[config.mk]
export PLATFORM = sky130hd
export DESIGN_NAME = nvdla_sdp_core_unpack_flex_flat
export DESIGN_NICKNAME = d
export VERILOG_FILES = /design/src/rtl/nvdla_sdp_unpack_pkg.sv /design/src/rtl/nvdla_sdp_core_unpack_flex_if.sv /design/src/rtl/nvdla_sdp_unpack_seg_mux.sv /design/src/rtl/nvdla_sdp_core_unpack_flex.sv /design/src/flat_wrapper.sv
export SDC_FILE = /design/constraint.sdc
export NUM_CORES = 1
export LEC_CHECK = 0
export CORE_MARGIN = 4
export CORE_UTILIZATION = 30
export DETAILED_ROUTE_END_ITERATION = 12
export PLACE_DENSITY_LB_ADDON = 0.3
export SLEW_MARGIN = 5
export SYNTH_ARGS = -nofsm -noshare
export SYNTH_HDL_FRONTEND = slang
export SYNTH_SLANG_ARGS = --single-unit
[constraint.sdc]
create_clock -name nvdla_core_clk -period 51 [get_ports nvdla_core_clk]
set_clock_uncertainty 0.05 [all_clocks]
set_input_delay 7.65 -clock nvdla_core_clk [delete_from_list [all_inputs] [get_ports nvdla_core_clk]]
set_output_delay 7.65 -clock nvdla_core_clk [all_outputs]
set_load 0.01 [all_outputs]
[src/rtl/nvdla_sdp_unpack_pkg.sv]
// Shared types and elaboration helpers for the SDP width-converter family.
package nvdla_sdp_unpack_pkg;

   localparam int unsigned MAX_RATIO = 32;

   typedef enum logic {
      EMPTY = 1'b0,
      SEND  = 1'b1
   } unpack_state_e;

   function automatic int unsigned clog2(input int unsigned v);
      int unsigned r;
      r = 0;
      while ((64'd1 << r) < 64'(v)) r = r + 1;
      return r;
   endfunction

   function automatic int unsigned cw_of(input int unsigned ratio);
      return (ratio <= 1) ? 1 : clog2(ratio);
   endfunction

   function automatic bit ratio_ok(input int unsigned iw, input int unsigned ow);
      return (ow != 0) && (iw % ow == 0) && (iw / ow >= 1) && (iw / ow <= MAX_RATIO);
   endfunction

endpackage

[src/rtl/nvdla_sdp_core_unpack_flex_if.sv]
// Beat-in / segment-out handshake bundle for the flexible SDP unpacker.
interface nvdla_sdp_core_unpack_flex_if
   import nvdla_sdp_unpack_pkg::*;
#(
   parameter int unsigned IW = 512,
   parameter int unsigned OW = 128
);
   localparam int unsigned CW = cw_of(IW / OW);

   logic          inp_pvld;
   logic          inp_prdy;
   logic [IW-1:0] inp_data;
   logic [CW-1:0] inp_nseg;
   logic          inp_last;
   logic          out_pvld;
   logic          out_prdy;
   logic [OW-1:0] out_data;
   logic          out_last;

   modport slave (
      input  inp_pvld, inp_data, inp_nseg, inp_last, out_prdy,
      output inp_prdy, out_pvld, out_data, out_last
   );

   modport master (
      output inp_pvld, inp_data, inp_nseg, inp_last, out_prdy,
      input  inp_prdy, out_pvld, out_data, out_last
   );

endinterface

[src/rtl/nvdla_sdp_unpack_seg_mux.sv]
// Selects OW-bit segment `sel` out of an IW-bit word; out-of-range sel yields zero.
module nvdla_sdp_unpack_seg_mux #(
   parameter int unsigned IW = 512,
   parameter int unsigned OW = 128,
   parameter int unsigned SW = 2
) (
   input  logic [IW-1:0] din,
   input  logic [SW-1:0] sel,
   output logic [OW-1:0] dout
);
   localparam int unsigned RATIO = IW / OW;

   always_comb begin
      dout = '0;
      for (int unsigned k = 0; k < RATIO; k++) begin
         if (sel == SW'(k)) dout = din[k*OW +: OW];
      end
   end

endmodule

[src/rtl/nvdla_sdp_core_unpack_flex.sv]
// Wide-to-narrow SDP unpacker, LSB segment first, per-beat segment count and frame-last.
// Optional macro NVDLA_SDP_UNPACK_SKID_EN adds a 1-entry input skid (registered inp_prdy).
module nvdla_sdp_core_unpack_flex
   import nvdla_sdp_unpack_pkg::*;
#(
   parameter int unsigned IW = 512,
   parameter int unsigned OW = 128
) (
   input  logic                          nvdla_core_clk,
   input  logic                          nvdla_core_rstn,
   nvdla_sdp_core_unpack_flex_if.slave   io,
   output logic                          unpack_idle
);
   localparam int unsigned   RATIO    = IW / OW;
   localparam int unsigned   CW       = cw_of(RATIO);
   localparam logic [CW-1:0] NSEG_MAX = CW'(RATIO - 1);

   generate
      if (!ratio_ok(IW, OW)) begin : g_bad_ratio
         $error("nvdla_sdp_core_unpack_flex: IW must be a multiple of OW with ratio 1..32");
      end
   endgenerate

   unpack_state_e st_q, st_d;
   logic [CW-1:0] cnt_q, cnt_d;
   logic [IW-1:0] hold_data_q, hold_data_d;
   logic [CW-1:0] hold_nseg_q, hold_nseg_d;
   logic          hold_last_q, hold_last_d;

   logic          held, is_last, out_acc, load_rdy, load, in_acc, inp_rdy, skid_busy;
   logic          src_vld, src_last;
   logic [IW-1:0] src_data;
   logic [CW-1:0] src_nseg;

   assign held     = (st_q == SEND);
   assign is_last  = (cnt_q == hold_nseg_q);
   assign out_acc  = held & io.out_prdy;
   assign load_rdy = !held | (io.out_prdy & is_last);
   assign load     = src_vld & load_rdy;

`ifdef NVDLA_SDP_UNPACK_SKID_EN
   logic          skid_vld_q, skid_vld_d, skid_cap;
   logic [IW-1:0] skid_data_q;
   logic [CW-1:0] skid_nseg_q;
   logic          skid_last_q;

   // A pending skid entry always has priority over the port, keeping beat order.
   always_comb begin
      src_vld    = skid_vld_q | io.inp_pvld;
      src_data   = skid_vld_q ? skid_data_q : io.inp_data;
      src_nseg   = skid_vld_q ? skid_nseg_q : io.inp_nseg;
      src_last   = skid_vld_q ? skid_last_q : io.inp_last;
      skid_cap   = !skid_vld_q & io.inp_pvld & !load_rdy;
      skid_vld_d = skid_vld_q ? !load : skid_cap;
   end

   always_ff @(posedge nvdla_core_clk or negedge nvdla_core_rstn) begin
      if (!nvdla_core_rstn) skid_vld_q <= 1'b0;
      else                  skid_vld_q <= skid_vld_d;
   end

   always_ff @(posedge nvdla_core_clk) begin
      if (skid_cap) begin
         skid_data_q <= io.inp_data;
         skid_nseg_q <= io.inp_nseg;
         skid_last_q <= io.inp_last;
      end
   end

   assign inp_rdy   = !skid_vld_q;
   assign skid_busy = skid_vld_q;
`else
   always_comb begin
      src_vld  = io.inp_pvld;
      src_data = io.inp_data;
      src_nseg = io.inp_nseg;
      src_last = io.inp_last;
   end

   assign inp_rdy   = load_rdy;
   assign skid_busy = 1'b0;
`endif

   assign in_acc = io.inp_pvld & inp_rdy;

   // State register
   always_ff @(posedge nvdla_core_clk or negedge nvdla_core_rstn) begin
      if (!nvdla_core_rstn) begin
         st_q  <= EMPTY;
         cnt_q <= '0;
      end else begin
         st_q  <= st_d;
         cnt_q <= cnt_d;
      end
   end

   always_ff @(posedge nvdla_core_clk) begin
      hold_data_q <= hold_data_d;
      hold_nseg_q <= hold_nseg_d;
      hold_last_q <= hold_last_d;
   end

   // Next state: a load on the final segment's accept overrides the return to EMPTY.
   always_comb begin
      st_d        = st_q;
      cnt_d       = cnt_q;
      hold_data_d = hold_data_q;
      hold_nseg_d = hold_nseg_q;
      hold_last_d = hold_last_q;
      if (out_acc) begin
         if (is_last) begin
            cnt_d = '0;
            st_d  = EMPTY;
         end else begin
            cnt_d = cnt_q + 1'b1;
         end
      end
      if (load) begin
         st_d        = SEND;
         cnt_d       = '0;
         hold_data_d = src_data;
         hold_nseg_d = (src_nseg > NSEG_MAX) ? NSEG_MAX : src_nseg;
         hold_last_d = src_last;
      end
   end

   // Outputs
   always_comb begin
      io.out_pvld = held;
      io.out_last = held & is_last & hold_last_q;
      io.inp_prdy = inp_rdy;
      unpack_idle = !held & !io.inp_pvld & !skid_busy;
   end

   nvdla_sdp_unpack_seg_mux #(
      .IW (IW),
      .OW (OW),
      .SW (CW)
   ) u_seg_mux (
      .din  (hold_data_q),
      .sel  (cnt_q),
      .dout (io.out_data)
   );

   always_ff @(posedge nvdla_core_clk) begin
      if (nvdla_core_rstn && in_acc)
         assert (io.inp_nseg <= NSEG_MAX)
         else $error("inp_nseg %0d exceeds RATIO-1 (%0d)", io.inp_nseg, NSEG_MAX);
   end

endmodule

[src/flat_wrapper.sv]
// flat-port wrapper written by rule: the top's interface ports become plain ports
module nvdla_sdp_core_unpack_flex_flat import nvdla_sdp_unpack_pkg::*;
#(
   parameter int unsigned IW = 512,
   parameter int unsigned OW = 128
)
  (nvdla_core_clk, nvdla_core_rstn, unpack_idle, io_inp_pvld, io_inp_data, io_inp_nseg, io_inp_last, io_out_prdy, io_inp_prdy, io_out_pvld, io_out_data, io_out_last);
  nvdla_sdp_core_unpack_flex_if #(.IW(IW), .OW(OW)) io_i ();
  input  logic nvdla_core_clk;
  input  logic nvdla_core_rstn;
  output logic unpack_idle;
  input wire logic [$bits(io_i.inp_pvld)-1:0] io_inp_pvld;
  input wire logic [$bits(io_i.inp_data)-1:0] io_inp_data;
  input wire logic [$bits(io_i.inp_nseg)-1:0] io_inp_nseg;
  input wire logic [$bits(io_i.inp_last)-1:0] io_inp_last;
  input wire logic [$bits(io_i.out_prdy)-1:0] io_out_prdy;
  output wire logic [$bits(io_i.inp_prdy)-1:0] io_inp_prdy;
  output wire logic [$bits(io_i.out_pvld)-1:0] io_out_pvld;
  output wire logic [$bits(io_i.out_data)-1:0] io_out_data;
  output wire logic [$bits(io_i.out_last)-1:0] io_out_last;
  assign io_i.inp_pvld = io_inp_pvld;
  assign io_i.inp_data = io_inp_data;
  assign io_i.inp_nseg = io_inp_nseg;
  assign io_i.inp_last = io_inp_last;
  assign io_i.out_prdy = io_out_prdy;
  assign io_inp_prdy = io_i.inp_prdy;
  assign io_out_pvld = io_i.out_pvld;
  assign io_out_data = io_i.out_data;
  assign io_out_last = io_i.out_last;
  nvdla_sdp_core_unpack_flex #(.IW(IW), .OW(OW)) u_core (.nvdla_core_clk(nvdla_core_clk), .nvdla_core_rstn(nvdla_core_rstn), .io(io_i), .unpack_idle(unpack_idle));
endmodule
# Word level (Yosys, flattened, before mapping)
# Cells that the tools add are included.
# word_totals
reg_bits,518
inputBits,519
output_inout_bits,132
wordCells,34
# op_classes
addsub,1
n_lt_le_gt_ge,1
eq_ne,4
n_mux,10
bitwise_logic,7
n_reduce_logical,6
# op_table
operator,n
$mux 128,4
$and 1x1->1,6
$mux 2,3
$eq 2x2->1 const B,2
$reduce_bool 2->1,2
$mux 1,3
$add 2x1->2 const B,1
$eq 2x1->1 const B,1
$eq 2x2->1,1
$gt 2x2->1 const B,1
$logic_not 1->1,2
$logic_not 2->1,1
$reduce_and 2->1,1
$or 1x1->1,1

# Logic depth before layout (Yosys ltp)
# Gate-level depths: netlist (run 1).
# depth
word_depth,6
mapped_depth,7
ltp_nobuf,5

# Hierarchy
# Synthesis (run 1) repeated with hierarchy kept, for this count alone.
# hier_totals
cells_unflattened,692
hier_area_um2,18861.8
# modules_own_cells
module,n_inst,cells_per_inst,area_per_inst_um2,seq_area_each_um2
nvdla_sdp_core_unpack_flex,1,536,15665.0,15539.9
nvdla_sdp_unpack_seg_mux,1,156,3196.8,0.0

# Worst setup path after synthesis (run 1)
# OpenSTA, ideal clock, no wires.
# synth_timing
path_kind,in2reg
startpoint,input io_out_prdy
endpoint,register u_core.hold_data_q[0] (enable)
setup_time_ns,1.566
arrival_ns,32.411
required_ns,49.384
slack_ns,16.973
stages,2
n_path_buf,0
path_cell_list,nand3_1 > a21oi_1
# synth_between
elab_chain_cells,3
# synth_lines
item,line_no,text
start: declaration,flat_wrapper.sv:16,input wire logic [$bits(io_i.out_prdy)-1:0] io_out_prdy;
$and 1x1->1,nvdla_sdp_core_unpack_flex.sv:38,assign load_rdy = !held | (io.out_prdy & is_last);
$or 1x1->1,nvdla_sdp_core_unpack_flex.sv:38,
$and 1x1->1,nvdla_sdp_core_unpack_flex.sv:39,assign load = src_vld & load_rdy;
named net u_core.load,nvdla_sdp_core_unpack_flex.sv:30,"logic held, is_last, out_acc, load_rdy, load, in_acc, inp_rdy, skid_busy;"
end signal: assignment,nvdla_sdp_core_unpack_flex.sv:98,hold_data_q <= hold_data_d;
end: declaration,nvdla_sdp_core_unpack_flex.sv:26,"logic [IW-1:0] hold_data_q, hold_data_d;"
# The timed path passes the listed nets, and every way through them passes these cells.
# A chain may end at the register's enable or synchronous reset.

# Worst setup path in the final report (run 1)
# layout_timing
startpoint,input io_out_prdy
endpoint,output io_inp_prdy
# layout_between
elab_chain_cells,2
# layout_lines
item,line_no,text
$and 1x1->1,nvdla_sdp_core_unpack_flex.sv:38,
$or 1x1->1,nvdla_sdp_core_unpack_flex.sv:38,
end: declaration,flat_wrapper.sv:17,output wire logic [$bits(io_i.inp_prdy)-1:0] io_inp_prdy;
# No other way between the ends.

==> flow_summary.ini, run 1 <==
[die]
die_h_um = 268
initial_core_util = 0.302
die_w_um = 268
die_area_sq_um = 71900
core-area_sq_um = 67200
rows = 95
io_pins = 651

[finish]
nets = 2558
drive_gt1_frac = 0.0472
area_delta_synth_final_pct = 44.0
finalNonFillerCells = 2962

[global_route]
grt_pass1_vias = 14237
grt_max_degree = 98
grt_overflow = 0
grt_pass1_wl_mm = 85.5
track_usage = 0.156
antenna_found_initial = 15

[power]
powerDensity_nw_per_um2 = 53.4
peakVddDrop_mv = 0.0337
power.leakage_nw = 10.3
total_power_mw = 1.56

[worst_setup_path]
crit_required_ns = 43.30
crit_type = in2out
critPathLaunchType = input port
critPathSlowestCell = clkdlybuf4s50_1
timing.critical_path.mode_cell = clkdlybuf4s50_1
crit_arrival_ns = 9.02
path_max_fanout = 5
worstPathCellList = clkdlybuf4s50_1 > nand3_1 > nand2_1 > clkdlybuf4s50_1
endpoint_kind = output port
max_stage_delay_ns = 0.55

[routing]
avgRoutedWirePerCell_um = 20.2
firstDrtPassIters = 5
post_drt_via_cell_ratio = 4.66
ant_nets = 0
drt-initial-drc-count = 808
wl_mm = 59.9
drc = 0
via_count = 13805

[synthesis]
netlist_area_sq_um = 20300
ys_warn_count = 0
synth_cell_types = 21
syn-num-nets = 1930
yosysSeqAreaShare = 0.765
ys_ff_latch = 518
avgSynthCellArea_sq_um = 14.4
synth_cells = 1407

[job]
max_cap_viol_count = 0

[timing]
report.final.slew_viol_count = 0
tns_ns = 0
fmax_mhz = 59.8
hold_viol = 0
post-route-period-util = 0.328
rsz0062_at_grt = false
relSlewSlack = 0.311
layout_min_cycle_time_ns = 16.72
tightest_slew_ns = 1.03
setup_violations = 0

[placed_design]
dp.cells = 2849
io_buffer_count = 650
gp_congestion = 0.820
place.detailed.hpwl_mm = 41.6

[clock_network]
clock_sinks = 518
clockBufferDepth = 3
cts_tree = built
cts_setup_buffers = 0
ctsHtreeMaxLevel = 2
cts-root-buf = clkbuf_16
cts-buffers-inserted = 57
cts_resized = 0
clk_pin_slew_ns = 0.06
postCtsHoldBufs = 0
clk_latency_ns = 0.58

[run_status]
outcome = finished clean

[hold_path]
hold_class = reg2reg
[power by group]
part	internal, mW	switching (mW)
logic	0.288	0.321
clock network	0.219	0.163
registers	0.553	0.0182
total	1.06	0.502
[worst max-delay path: cells and delay by family]
kind          cells  cell delay, ns
buf+inv           2            1.08
simple gates      2            0.28
[sequential cells by signal, summed over array words and instances (netlist names)]
name / count
u_core.hold_data_q: 512
u_core.hold_last_q: 1
u_core.io.out_pvld: 1
u_core.cnt_q: 2
u_core.hold_nseg_q: 2
[per-layer routing]
metal	wire [um]	track usage	vias to the layer above
met3	5630	0.0556	109
met2	30500	0.273	484
li1	-	-	6506
met5	98	0	-
met1	22000	0.178	6692
met4	1690	0.0501	14
[logic make-up (layout without fill, tap and decap cells)]
kind of cell	after synthesis	after routing	share of synthesized area
fa+ha+maj	4	4	0.00246
compound gates	518	518	0.152
xor+xnor	2	2	0.000863
simple gates	136	136	0.0256
flops	518	518	0.765
buf+inv	229	900	0.0542
other cells	0	11	0
[cells in the mapped netlist]
cell type,number,share of area
a22o_1,128,0.055
nor2b_1,1,0.00031
inv_1,131,0.024
and2_1,1,0.00031
buf_6,17,0.0094
nor2_1,1,0.00018
xnor2_1,2,0.00086
buf_4,11,0.0041
o31ai_1,1,0.00037
ha_1,4,0.0025
a31oi_1,1,0.00031
a21oi_1,257,0.063
clkbuf_1,12,0.0022
nand3_1,2,0.00049
buf_2,58,0.014
and3_1,1,0.00031
dfrtp_1,3,0.0037
o21ai_0,129,0.032
edfxtp_1,515,0.76
nand2_1,130,0.024
o21ai_1,2,0.00049
[placed cells by master (no fill, tap or decap)]
cell type        netlist  final
clkdlybuf4s50_1        0    650
edfxtp_1             515    515
a21oi_1              257    256
inv_1                131    131
nand2_1              130    130
o21ai_0              129    129
a22o_1               128    128
clkbuf_16              0     59
clkinv_1               0     17
buf_4                 11     17
diode_2                0     11
clkinv_2               0      9
clkbuf_1              12      9
ha_4                   0      4
clkinvlp_4             0      3
dfrtp_1                3      3
o21ai_1                2      2
xnor2_1                2      2
nand3_1                2      2
bufinv_16              0      2
clkinv_4               0      2
a21oi_4                0      1
and2_1                 1      1
and3_1                 1      1
nor2_1                 1      1
nor2b_1                1      1
o31ai_1                1      1
a31oi_1                1      1
inv_6                  0      1
[metrics by stage]
stage,hold WS [ns],cell area (sq um),setup WS [ns],utilization
after floorplan,0.485,20300,16.97,-
after CTS,0.639,29200,34.29,0.435
after detailed placement,0.622,27500,34.29,0.409
after global placement,0.625,27500,34.27,0.409
after global routing,0.656,29200,34.24,0.435
final,0.632,29200,34.28,0.435
[layout make-up]
cell class	instances	area [sq um]
diodes	11	27.5
repair buffers	667	6630
fillers	6018	37900
clock inverters	34	218
flip-flops and latches	518	15500
inverters	131	492
multi-input cells	660	3730
clock buffers	68	1510
well taps	873	1090
[final timing paths]
check | from | to | slack, ns | depth (start not counted)
max | io_out_prdy | io_inp_prdy | 34.28 | 4
min | u_core.io.out_pvld | u_core.cnt_q[0] | 0.63 | 2
max reg2reg | u_core.cnt_q[0] | u_core.hold_data_q[285] | 45.45 | 7
min reg2reg | u_core.io.out_pvld | u_core.cnt_q[0] | 0.63 | 2
max in group asynchronous | nvdla_core_rstn | u_core.cnt_q[1] | 43.50 | 1
min in group asynchronous | nvdla_core_rstn | u_core.cnt_q[0] | 7.23 | 1
(Power assumes the default switching activity.)
==> inputs of run 2 (changes only) <==
clock period = 13.4 ns   (was 51 ns; I/O delays follow)
==> run 2 against run 1 <==
  * Clock power grew to 4.0 times the previous value
  * Design area grew 0.32%
  * Core utilization is 0.14 points higher
  * Setup slack worse by 27 ns
  * Die area did not move
  * Combinational power increased to 3.8 times the previous value
  * Sequential share of layout area down 0.17 points
  * Clock-buffer cell count is 1 lower
  * Largest cell class unchanged
  * Largest power group unchanged
==> flow_summary.ini, run 2 (synthesized netlist as in run 1, its figures left out) <==
[placed_design]
dpl_worst_slack_ns = 7.45
gp_congestion = 0.851
io_buffer_count = 650
dp.cells = 2845
dpl_cell_area_sq_um = 27500
place.detailed.hpwl_mm = 42.5

[die]
core-area_sq_um = 67200
die_h_um = 268
die_w_um = 268
initial_core_util = 0.302
rows = 95
io_pins = 651
die_area_sq_um = 71900

[global_route]
grt_pass1_wl_mm = 87.4
grt_pass1_vias = 14179
grt_max_degree = 184
antenna_found_initial = 24
track_usage = 0.160
grt_overflow = 0

[timing]
layout_min_cycle_time_ns = 6.40
post-route-period-util = 0.478
setup_violations = 0
finalHoldWorstSlack_ns = 0.651
report.final.slew_viol_count = 0
rsz0062_at_grt = false
tightest_slew_ns = 1.19
tns_ns = 0
relSlewSlack = 0.210
finalWorstSetupSlack_ns = 7.00
fmax_mhz = 156
hold_viol = 0

[power]
combPwrFrac = 0.383
clockPowerShare = 0.256
switching_share = 0.320
peakVddDrop_mv = 0.144
powerDensity_nw_per_um2 = 205
internal-power_mw = 4.10
pwr-share-seq = 0.362
power.leakage_nw = 10.3
p_sw_mw = 1.93
total_power_mw = 6.03

[routing]
wl_mm = 61.9
via_count = 13729
drt-initial-drc-count = 869
ant_nets = 0
drc = 0
firstDrtPassIters = 5
post_drt_via_cell_ratio = 4.63
avgRoutedWirePerCell_um = 20.9

[worst_setup_path]
crit_type = reg2out
critPathLaunchType = flip-flop
endpoint_kind = output port
worst-r2r-setup-slack_ns = 9.25
crit_required_ns = 11.34
crit_arrival_ns = 4.34
path_max_fanout = 76

[clock_network]
postCtsHoldBufs = 0
cts_setup_buffers = 0
cts-root-buf = clkbuf_16
cts_resized = 0
clk_pin_slew_ns = 0.06
clock_sinks = 518
ctsHtreeMaxLevel = 2
clockBufferDepth = 3
clk_latency_ns = 0.58
cts_tree = built
cts-buffers-inserted = 58

[hold_path]
hold_class = reg2reg

[finish]
final_area_sq_um = 29300
nets = 2555
fin_util = 0.437
regArea_sq_um = 15500
n_fill_cell = 6048
top_register = u_core.hold_data_q
drive_gt1_frac = 0.0486
largest_reg_flops = 512
finalNonFillerCells = 2964
multi_input_area_sq_um = 3730
final_common_cell = clkdlybuf4s50_1
final_cell_mix = clkdlybuf4s50_1, edfxtp_1, a21oi_1
area_delta_synth_final_pct = 44.5
reg_top3 = u_core.hold_data_q (512), u_core.cnt_q (2), u_core.hold_nseg_q (2)

[job]
max_cap_viol_count = 0

[run_status]
outcome = finished clean
[run 2: cell types whose count changed in the layout (fill, tap and decap cells not counted), sizes merged]
cell      previous run  this run
clkinv              28        24
diode               11        14
buf                 17        13
inv                132       135
bufinv               2         5
clkinvlp             3         5
clkbuf              68        67
[run 2: layer usage]
layer | track usage | wire length, um | vias up
met4 | 0.0466 | 1350 | 20
li1 | - | - | 6516
met3 | 0.0605 | 6120 | 100
met1 | 0.183 | 23000 | 6570
met5 | 0 | 110 | -
met2 | 0.280 | 31400 | 523
[run 2: critical path, stage by stage (launching register included)]
cell and delay (ns):
dfrtp_1 0.49, inv_1 0.22, ha_4 0.52, buf_4 0.64, buf_4 0.78, a21oi_1 0.09, o21ai_0 0.13, a22o_1 0.19
clkdlybuf4s50_1 0.55
[run 2: path summary, 6_finish.rpt]
| path | start | cells after the start | end |
|---|---|---|---|
| worst max-delay path | u_core.cnt_q[0] | 8 | io_out_data[36] |
| max in group asynchronous | nvdla_core_rstn | 1 | u_core.io.out_pvld |
| worst max register to register | u_core.cnt_q[0] | 5 | u_core.hold_data_q[398] |
| worst min-delay path | u_core.cnt_q[0] | 1 | u_core.cnt_q[0] |
| min in group asynchronous | nvdla_core_rstn | 1 | u_core.cnt_q[0] |
| worst min register to register | u_core.cnt_q[0] | 1 | u_core.cnt_q[0] |
[run 2: power groups by stage]
stage | combinational [mW] | sequential, mW | clock (mW)
after CTS | 2.34 | 2.18 | 1.59
after global placement | 2.31 | 2.20 | 0
after detailed placement | 2.32 | 2.21 | 0
after floorplan | 1.23 | 2.28 | 0
after global routing | 2.50 | 2.20 | 1.66
final | 2.31 | 2.18 | 1.54
[run 2: cell type report]
type                            count  share of cell area
Sequential cell                   518               0.530
Timing Repair Buffer              663               0.226
Multi-Input combinational cell    660               0.127
Clock buffer                       67              0.0514
Tap cell                          873              0.0372
Inverter                          131              0.0168
Clock inverter                     38              0.0111
Antenna cell                       14             0.00119
==> variant 1, RTL diff (config.mk and constraints of run 2) <==
Build with the macro `NVDLA_SDP_UNPACK_SKID_EN` defined.
--- a/src/rtl/nvdla_sdp_core_unpack_flex.sv
+++ b/src/rtl/nvdla_sdp_core_unpack_flex.sv
@@ -1,4 +1,6 @@
 // Wide-to-narrow SDP unpacker, LSB segment first, per-beat segment count and frame-last.
 // Optional macro NVDLA_SDP_UNPACK_SKID_EN adds a 1-entry input skid (registered inp_prdy).
+`define NVDLA_SDP_UNPACK_SKID_EN
+
 module nvdla_sdp_core_unpack_flex
    import nvdla_sdp_unpack_pkg::*;
Behaviour: not the same (Yosys sat finds a counterexample within 4 cycles, from zero or initial values and one cycle with nvdla_core_rstn low).
==> variant 1 against run 2 <==
Design area increased by 82%; clock power rose by 92%; setup slack lost 0.31 ns; power rose by 88%; wire length up 72%; cell count grew 62%; non-clock buffer count increased by 16; area after synthesis up 100%; maximum frequency decreased by 4.6%; largest power group is now sequential cells; sequential cell count grew 516; die area is 99% higher; highest routed layer unchanged; synthesized cell count up 59%.
==> variant 1: results (changes against run 2) <==
| Metric | Value |
|---|---|
| Clock share of power | 0.261 (was 0.256) |
| WL met3 | 9140 um (was 6120 um) |
| Dpl cell area | 49700 sq um (was 27500 sq um) |
| Crit path DAT | 4.66 ns (was 4.34 ns) |
| Inserted Clock Buffers | 112 (was 58) |
| P_comb | 3.61 mW (was 2.31 mW) |
| Static leakage | 17.0 nW (was 10.3 nW) |
| DP HPWL | 68500 um (was 42500 um) |
| Number of library cell types mapped by synthesis | 23 (was 21) |
| Total GRT Usage | 0.143 (was 0.160) |
| Met1 WL | 45000 um (was 23000 um) |
| Layout cell share with drive strength beyond 1 | 0.250 (was 0.0486) |
| RR Endpoint | u_core.hold_data_q[141] (was u_core.hold_data_q[398]) |
| GR Util met1 | 0.182 (was 0.183) |
| Hold EP | u_core.hold_data_q[247] (was u_core.cnt_q[0]) |
| Worst-margin pin slew | 0.997 ns (was 1.19 ns) |
| R2R setup slack | 8.43 ns (was 9.25 ns) |
| Crit path from | u_core.cnt_q[1] (was u_core.cnt_q[0]) |
| Status | completed (unchanged) |
| Post-synth EDFFs | 1030 (was 515) |
| Syn nets | 2755 (was 1930) |
| Initial antenna violation count | 49 (was 24) |
| Leading post-synthesis cells by cell area | edfxtp_1, mux2_2, o31ai_1 (was edfxtp_1, a21oi_1, a22o_1) |
| Avg WL per Cell | 22.2 um (was 20.9 um) |
| Met3 Resource Use GR | 0.0560 (was 0.0605) |
| Routed vias | 22.5k (was 13.7k) |
| RD Place Congestion | 0.784 (was 0.851) |
| Worst stage delay on the critical path | 0.67 ns (was 0.78 ns) |
| Commonest cells in the synthesized netlist | edfxtp_1, mux2_2, nand2_1, nor2b_1, o31ai_1 (was edfxtp_1, a21oi_1, inv_1, nand2_1, o21ai_0) |
| Worst slack, placed | 7.19 ns (was 7.45 ns) |
| Worst-Skew Late Latency | 0.71 ns (was 0.58 ns) |
| Worst r2r src | u_core.skid_busy (was u_core.cnt_q[0]) |
| Hold_sp | u_core.skid_data_q[247] (was u_core.cnt_q[0]) |
| Biggest regs | u_core.hold_data_q: 512 flops, u_core.skid_data_q: 512 flops (was u_core.hold_data_q: 512 flops, u_core.cnt_q: 2 flops, u_core.hold_nseg_q: 2 flops) |
| WL met2 | 48900 um (was 31400 um) |
| Yosys warning count | 0 (unchanged) |
| Pint | 7.87 mW (was 4.10 mW) |
| Sequential cell area | 31000 sq um (was 15500 sq um) |
| VDD IR max | 0.110 mV (was 0.144 mV) |
| Fin worst setup slack | 6.68 ns (was 7.00 ns) |
| First DRT Iteration DRCs | 1299 (was 869) |
| Global-route wire length before repair | 153000 um (was 87400 um) |
| Switching share of power | 0.304 (was 0.320) |
| Placed cell count | 4550 (was 2845) |
| Largest net degree at the start of global routing | 157 (was 184) |
| Seq/Total Area, Yosys | 0.752 (was 0.765) |
| Maximum fanout along the worst path | 50 (was 76) |
| Worst hold margin | 0.473 ns (was 0.651 ns) |
## variant 1: cell count changes in the layout (fill, tap and decap cells not counted), sizes merged, moves of 128 or more
cell / before / now
a21oi: 257 / 2
edfxtp: 515 / 1030
inv: 135 / 7
mux2: 0 / 515
nor2b: 1 / 130
o31ai: 1 / 129
## variant 1: final cells by class
| type | count | area share |
|---|---|---|
| clock buffer | 139 | 0.0553 |
| antenna | 34 | 0.00160 |
| tap | 1781 | 0.0418 |
| clock inverter | 68 | 0.0107 |
| sequential | 1034 | 0.582 |
| timing repair buffer | 679 | 0.128 |
| inverter | 5 | 0.000587 |
| multi-input combinational | 1051 | 0.180 |
## variant 1: cells by family (layout without fill, tap and decap cells)
family,count (synthesis),after routing,share of synthesized area
AO/OA/AOI/OAI,263,263,0.0559
XOR/XNOR,2,2,0.000425
adder cells (fa/ha/maj),4,4,0.00121
buffers and inverters,147,891,0.0170
flip-flops,1034,1034,0.752
multiplexers,515,515,0.141
other,0,34,0
AND/OR/NAND/NOR,267,267,0.0324
==> variant 2, RTL diff (settings of run 2) <==
Made on the original files. `OW` is set to 128 in 4 places; all go to 64.
--- a/src/rtl/nvdla_sdp_core_unpack_flex_if.sv
+++ b/src/rtl/nvdla_sdp_core_unpack_flex_if.sv
@@ -4,5 +4,5 @@
 #(
    parameter int unsigned IW = 512,
-   parameter int unsigned OW = 128
+   parameter int unsigned OW = 64
 );
    localparam int unsigned CW = cw_of(IW / OW);
--- a/src/rtl/nvdla_sdp_unpack_seg_mux.sv
+++ b/src/rtl/nvdla_sdp_unpack_seg_mux.sv
@@ -2,5 +2,5 @@
 module nvdla_sdp_unpack_seg_mux #(
    parameter int unsigned IW = 512,
-   parameter int unsigned OW = 128,
+   parameter int unsigned OW = 64,
    parameter int unsigned SW = 2
 ) (
--- a/src/rtl/nvdla_sdp_core_unpack_flex.sv
+++ b/src/rtl/nvdla_sdp_core_unpack_flex.sv
@@ -5,5 +5,5 @@
 #(
    parameter int unsigned IW = 512,
-   parameter int unsigned OW = 128
+   parameter int unsigned OW = 64
 ) (
    input  logic                          nvdla_core_clk,
--- a/src/flat_wrapper.sv
+++ b/src/flat_wrapper.sv
@@ -3,5 +3,5 @@
 #(
    parameter int unsigned IW = 512,
-   parameter int unsigned OW = 128
+   parameter int unsigned OW = 64
 )
   (nvdla_core_clk, nvdla_core_rstn, unpack_idle, io_inp_pvld, io_inp_data, io_inp_nseg, io_inp_last, io_out_prdy, io_inp_prdy, io_out_pvld, io_out_data, io_out_last);
Interface: changed (resized io_inp_nseg and io_out_data); port bits go from 651 to 588. The function was not compared with the original's and may differ.
==> variant 2 against run 2 <==
Core utilization down 0.95 points; design area up 2.5%; sequential cell count up 2; wire length up 16%; maximum frequency down 7.0%; setup slack worse by 0.48 ns; area after synthesis up 5.3%; first-iteration DRC count up 61%; count of clock-buffer cells in the layout up 2; non-clock buffer count down 62; hold slack worse by 0.023 ns; via count up 8.0%; power up 4.2%; critical path type unchanged; largest cell class unchanged.
==> variant 2: results (changes against run 2) <==
| Metric | Value |
|---|---|
| Status | completed (unchanged) |
| First DRT Iteration DRCs | 1399 (was 869) |
| Inserted Clock Buffers | 59 (was 58) |
| Initial antenna violation count | 17 (was 24) |
| Commonest cells in the synthesized netlist | edfxtp_1, a21oi_1, nand2_1, inv_1, clkbuf_1 (was edfxtp_1, a21oi_1, inv_1, nand2_1, o21ai_0) |
| Critical Path End | io_out_data[0] (was io_out_data[36]) |
| Avg WL per Cell | 23.6 um (was 20.9 um) |
| Drt pass-1 iters | 7 (was 5) |
| RR Endpoint | u_core.hold_data_q[491] (was u_core.hold_data_q[398]) |
| Nets | 2573 (was 2555) |
| Compound-cell area share of the yosys netlist | 0.150 (was 0.152) |
| Layout cell share with drive strength beyond 1 | 0.0835 (was 0.0486) |
| Slew HR | 0.173 (was 0.210) |
| VDD IR max | 0.132 mV (was 0.144 mV) |
| Worst r2r src | u_core.cnt_q[2] (was u_core.cnt_q[0]) |
| Placed cell count | 2926 (was 2845) |
| Global-route wire length before repair | 101000 um (was 87400 um) |
| Post-route clock period utilization | 0.514 (was 0.478) |
| Worst-Skew Late Latency | 0.60 ns (was 0.58 ns) |
| Static leakage | 10.2 nW (was 10.3 nW) |
| Worst slack, placed | 7.05 ns (was 7.45 ns) |
| Post-synth EDFFs | 516 (was 515) |
| R2R setup slack | 9.42 ns (was 9.25 ns) |
| Syn nets | 2033 (was 1930) |
| Ys async rst share | 0.00769 (was 0.00579) |
| Yosys warning count | 0 (unchanged) |
| Maximum fanout along the worst path | 64 (was 76) |
| RD Place Congestion | 0.872 (was 0.851) |
| Switching share of power | 0.350 (was 0.320) |
| Slowest CP cell | nand2b_4 (was buf_4) |
| Biggest regs | u_core.hold_data_q: 512 flops, u_core.cnt_q: 3 flops, u_core.hold_nseg_q: 3 flops (was u_core.hold_data_q: 512 flops, u_core.cnt_q: 2 flops, u_core.hold_nseg_q: 2 flops) |
| Post-CTS Resized | 0 (unchanged) |
| Synth Area per Inst | 14.2 sq um (was 14.4 sq um) |
| Largest net degree at the start of global routing | 187 (was 184) |
| Crit path DAT | 4.82 ns (was 4.34 ns) |
| Main synth FF type | edfxtp_1 (unchanged) |
| DP HPWL | 47900 um (was 42500 um) |
| Port buffer count | 587 (was 650) |
| Vias per cell | 4.86 (was 4.63) |
| Worst R2R Path Depth | 5 (unchanged) |
| Adder and majority gate portion of the synthesized area | 0.00351 (was 0.00246) |
| Routed vias | 14.8k (was 13.7k) |
| Number of library cell types mapped by synthesis | 25 (was 21) |
| Post-synthesis xor/xnor area fraction | 0.00123 (was 0.000863) |
| Seq/Total Area, Yosys | 0.729 (was 0.765) |
| Dpl cell area | 28100 sq um (was 27500 sq um) |
| CTS H-tree depth | 2 (unchanged) |
| Number of fill cells in the layout | 6463 (was 6048) |
-- variant 2: worst min path at each step --
| stage | start | cells after the start | end | slack, ns |
|---|---|---|---|---|
| detailed placement | u_core.cnt_q[1] | 2 | u_core.cnt_q[1] | 0.62 |
| CTS | u_core.cnt_q[1] | 2 | u_core.cnt_q[1] | 0.63 |
| global placement | u_core.cnt_q[1] | 2 | u_core.cnt_q[1] | 0.55 |
| global route | u_core.cnt_q[1] | 2 | u_core.cnt_q[1] | 0.66 |
| floorplan | u_core.cnt_q[1] | 2 | u_core.cnt_q[1] | 0.48 |
| finish | u_core.cnt_q[1] | 2 | u_core.cnt_q[1] | 0.63 |
-- variant 2: routing by layer --
layer | up-vias | GRT usage | share of wire
met5 | - | 0 | 0.00026
met4 | 4 | 0.0605 | 0.027
met3 | 106 | 0.0465 | 0.075
met2 | 628 | 0.303 | 0.50
met1 | 7286 | 0.226 | 0.40
li1 | 6801 | - | -
-- variant 2: power groups by stage --
stage / logic (mW) / registers [mW] / clock network, mW
detailed placement: 2.56 / 2.15 / 0
CTS: 2.57 / 2.12 / 1.67
floorplan: 1.41 / 2.17 / 0
global placement: 2.55 / 2.15 / 0
global route: 2.73 / 2.14 / 1.74
finish: 2.53 / 2.12 / 1.62
-- variant 2: final cells by class --
cell class                 count  area [sq um]  area share
sequential                   520         15600       0.519
timing repair buffer         601          6010       0.200
multi-input combinational    732          4820       0.160
clock buffer                  69          1540      0.0510
tap                          940          1180      0.0391
inverter                     133           500      0.0166
clock inverter                41           402      0.0134
antenna                       15          37.5     0.00125
-- variant 2: worst register-to-register path, cell delays in order, from the launching register on --
cell and delay [ns]:
dfrtp_4 0.80, xnor2_1 0.19, nand3_1 0.17, o21ai_0 0.32, and2_4 0.95, buf_12 0.79
